[src/rtl/multiword_add_ctrl.sv]
// Multi-word adder sequencer: one WORDS*W-bit add through a single external W-bit
// combinational adder, one slice per cycle LSW first, carry registered between slices.
module multiword_add_ctrl #(
    parameter int W     = 16,
    parameter int WORDS = 4
) (
    input  logic               Clk,
    input  logic               Reset_n,
    input  logic               start,
    input  logic [W*WORDS-1:0] A_in,
    input  logic [W*WORDS-1:0] B_in,
    input  logic               cin_in,
    output logic               busy,
    output logic               done,
    output logic [W*WORDS-1:0] Sum,
    output logic               Cout,
    output logic [W-1:0]       add_A,
    output logic [W-1:0]       add_B,
    output logic               add_cin,
    input  logic [W-1:0]       add_S,
    input  logic               add_cout
);

    localparam int N     = W * WORDS;
    localparam int IDX_W = (WORDS > 1) ? $clog2(WORDS) : 1;

    typedef enum logic [1:0] {IDLE, RUN, DONE} state_t;

    state_t           state;
    logic [IDX_W-1:0] idx;
    logic             carry;
    logic [N-1:0]     a_q;
    logic [N-1:0]     b_q;

    // Adder inputs are gated so the shared adder sees zeros outside RUN.
    always_comb begin
        add_A   = '0;
        add_B   = '0;
        add_cin = 1'b0;
        if (state == RUN) begin
            add_A   = a_q[idx*W +: W];
            add_B   = b_q[idx*W +: W];
            add_cin = carry;
        end
    end

    always_ff @(posedge Clk or negedge Reset_n) begin
        if (!Reset_n) begin
            state <= IDLE;
            idx   <= '0;
            carry <= 1'b0;
            a_q   <= '0;
            b_q   <= '0;
            Sum   <= '0;
            Cout  <= 1'b0;
            busy  <= 1'b0;
            done  <= 1'b0;
        end else begin
            case (state)
                IDLE: begin
                    done <= 1'b0;
                    if (start) begin
                        a_q   <= A_in;
                        b_q   <= B_in;
                        carry <= cin_in;
                        idx   <= '0;
                        busy  <= 1'b1;
                        state <= RUN;
                    end
                end
                RUN: begin
                    Sum[idx*W +: W] <= add_S;
                    carry           <= add_cout;
                    // idx parks at 0 after the top slice instead of wrapping.
                    if (idx == IDX_W'(WORDS-1)) begin
                        Cout  <= add_cout;
                        idx   <= '0;
                        done  <= 1'b1;
                        state <= DONE;
                    end else begin
                        idx <= idx + 1'b1;
                    end
                end
                DONE: begin
                    done  <= 1'b0;
                    busy  <= 1'b0;
                    state <= IDLE;
                end
                default: state <= IDLE;
            endcase
        end
    end

endmodule

[config.mk]
export PLATFORM = sky130hd
export DESIGN_NAME = multiword_add_ctrl
export DESIGN_NICKNAME = d
export VERILOG_FILES = /design/src/rtl/multiword_add_ctrl.sv
export SDC_FILE = /design/constraint.sdc
export NUM_CORES = 1
export LEC_CHECK = 0
export CORE_MARGIN = 3
export CORE_UTILIZATION = 25
export CTS_BUF_LIST = sky130_fd_sc_hd__clkbuf_8
export DETAILED_ROUTE_END_ITERATION = 10
export PLACE_DENSITY = 0.5
export SLEW_MARGIN = 30
export SYNTH_ARGS = -nofsm -noshare
export SYNTH_HDL_FRONTEND = slang
export SYNTH_SLANG_ARGS = --single-unit
[constraint.sdc]
create_clock -name Clk -period 6.9 [get_ports Clk]
set_input_delay 1.035 -clock Clk [delete_from_list [all_inputs] [get_ports Clk]]
set_output_delay 1.035 -clock Clk [all_outputs]
set_load 0.05 [all_outputs]
==> metrics.txt <==
outcome finished clean; clock-pin slew of the registers on the worst-case setup and hold paths 0.11 ns; synth warn 0; Vias/cell roughly 4.5; total congestion overflow 0; Arrival @ worst endpoint 3.39 ns; Slew Viols, Final 0; Max-slew headroom 39.72%; layer with the highest usage met2; Final setup viols 0; Clock Skews 0.01777 ns; Yosys reg bits 200; area of the core ~36,000 um2; pwr dens 538.3 nW/um2; VDD IR max roughly 0.30 mV; postcts setup bufs 0; global-route wire length before repair 41,190 um; fin util 34.54%; post-synthesis cell count 712; crit-path max FO 27; GRT met3 Usage 4.547%; CTS-repair resized insts 0; clk root buf clkbuf_8; I/O Pins around 250; largest net degree at the start of global routing approximately 130; routed vias 6,355; TritonCTS Buffers 17; Fmax around 230 MHz; hold-fix buffers at CTS 0; Pleak 4.855 nW; Max Buffers Root-to-Sink 2; post-synthesis sequential area ratio 55.03%; placed cells 1,370; row count 69; antenna violations before repair 2; Routed Antenna Nets 0; gpl congestion 0.7360; worst hold-check path type reg -> reg; Chip Width 196.7 um; Worst Tran Pin Value about 0.9 ns; later-pin clock latency in the skew report 0.51 ns; H-tree Lvls 4; final HPWL from detailed placement 18,040 um; Synth Area per Inst 12.77 um2; critical path data required time 5.86 ns; GR Util met1 18.87%; CP cell instances or3b_2, buf_4, o22ai_1, clkdlybuf4s50_1; Area Growth Syn to Fin 35.75%; max incr delay on CP between 0.8 and 0.9 ns; RSZ-0062 raised after global routing false; most common cell after layout, fill and taps aside clkdlybuf4s50_1; setup TNS 0 ns; startpoint types flop; min cycle time layout approximately 4.4 ns; die height 196.7 um; CP max-delay cell clkdlybuf4s50_1; CTS tree done; Port Buffers 248; initial core utilization 25.45%; Iter 0 DRT Violations 328; met2 GRT Util 21.27%; Synth Net Count 867; drt wl/cell 18.82 um; Synth cell types 33; Crit Path Class reg -> out; die area approximately 39,000 um2; Tcrit/Tclk final 64.14%; crit path capture type primary output; DRC viols 0; Final Hold Viols 0; total iterations of the first detailed-routing run 4; most frequent cells in the layout clkdlybuf4s50_1, dfrtp_1, mux2_2; Clock Sinks 200; layout cells sized above 1 20.62%; NumNets Final around 1,100; WL final 26,430 um; fin cells roughly 1,400; cell area after synthesis 9095 um2; vias in the first global route 6,737; GRT Overall Usage between 10% and 20%; max-cap violation count 0
[flip-flops by register name (all words and copies together) (netlist names)]
name and cells:
busy 1, idx 2, state 2, done 1, Sum 64, a_q 64
Cout 1, b_q 64, carry 1
[worst max-delay path, delay by kind of cell, from the launching register on]
family                 cells  cell delay (ns)
DFF                        1             0.62
and+or+nand+nor            1             0.83
AOI/OAI and AO/OA          1             0.21
buffers and inverters      2             1.21
[stage by stage]
step / setup slack (ns) / cell area [um2] / hold slack (ns) / total power (W)
floorplan: 3.797 / 9095 / 0.4800 / 0.004709
global placement: 3.027 / 11940 / 0.4885 / 0.005920
detailed placement: 2.970 / 11940 / 0.4941 / 0.005933
CTS: 2.364 / 12340 / 0.5200 / 0.006748
global route: 2.284 / 12340 / 0.5293 / 0.007050
finish: 2.474 / 12350 / 0.5160 / 0.006647
[per-layer routing]
metal	wire length, um	vias up	share of wire, %
met5	13	-	0.049
met4	333	2	1.3
met3	1777	20	6.7
met2	11970	184	45
met1	12330	3174	47
li1	-	2975	-
[area by class of cell]
type	instances	area [um2]
diodes	2	5.005
clock buffers	17	234.0
clock inverters	15	162.7
fillers	3621	23390
inverters	68	255.2
multi-input cells	386	3552
flip-flops and latches	200	5009
well taps	461	576.8
repair buffers	255	2552
[cell usage after synthesis]
library cell,n,area (um2)
buf_4,1,7.510
ha_1,6,75.07
a221oi_1,1,8.760
dfrtp_1,200,5005
o32ai_1,41,359.1
nor2_1,1,3.750
mux2_2,131,1475
mux2i_1,64,640.6
nand2_1,61,229.0
o21a_1,1,7.510
inv_1,68,255.2
nand4b_1,1,8.760
a22o_1,1,8.760
clkbuf_1,24,90.09
a21oi_1,2,10.01
nor2b_1,3,18.77
o22ai_1,33,206.5
nand4bb_1,1,11.26
buf_12,1,20.02
nand3b_1,2,15.01
or4b_1,2,20.02
o2bb2ai_1,1,8.760
buf_2,30,150.1
o32ai_2,20,325.3
buf_6,2,22.52
nor4b_1,1,8.760
or3b_1,1,8.760
and3b_1,4,35.03
nor4bb_1,1,10.01
and4b_1,1,10.01
o21bai_1,1,7.510
nand2b_1,4,25.02
nor3b_1,1,7.510
[worst paths after layout]
path	slack (ns)	start	depth (start not counted)	endpoint
min reg2reg	0.52	a_q[5]	1	a_q[5]
min in group asynchronous	0.58	Reset_n	1	a_q[29]
max	2.47	state[0]	4	add_B[3]
min	0.52	a_q[5]	1	a_q[5]
max in group asynchronous	4.90	Reset_n	2	b_q[2]
max reg2reg	3.69	idx[1]	4	Sum[24]
[cells by family after synthesis]
kind of cell / synth area share, %
adder cells (fa/ha/maj): 0.8254
AND/OR/NAND/NOR: 4.526
flip-flops: 55.03
buffers and inverters: 5.998
multiplexers: 23.26
AO/OA/AOI/OAI: 10.36
[where the power goes]
| group | switching (W) | total, W | internal (W) |
|---|---|---|---|
| combinational | 0.00230 | 0.00374 | 0.00144 |
| clock | 0.000480 | 0.000782 | 0.000302 |
| sequential | 0.000380 | 0.00212 | 0.00174 |
| total | 0.00316 | 0.00665 | 0.00349 |
Power figures use the tool's default switching activity.
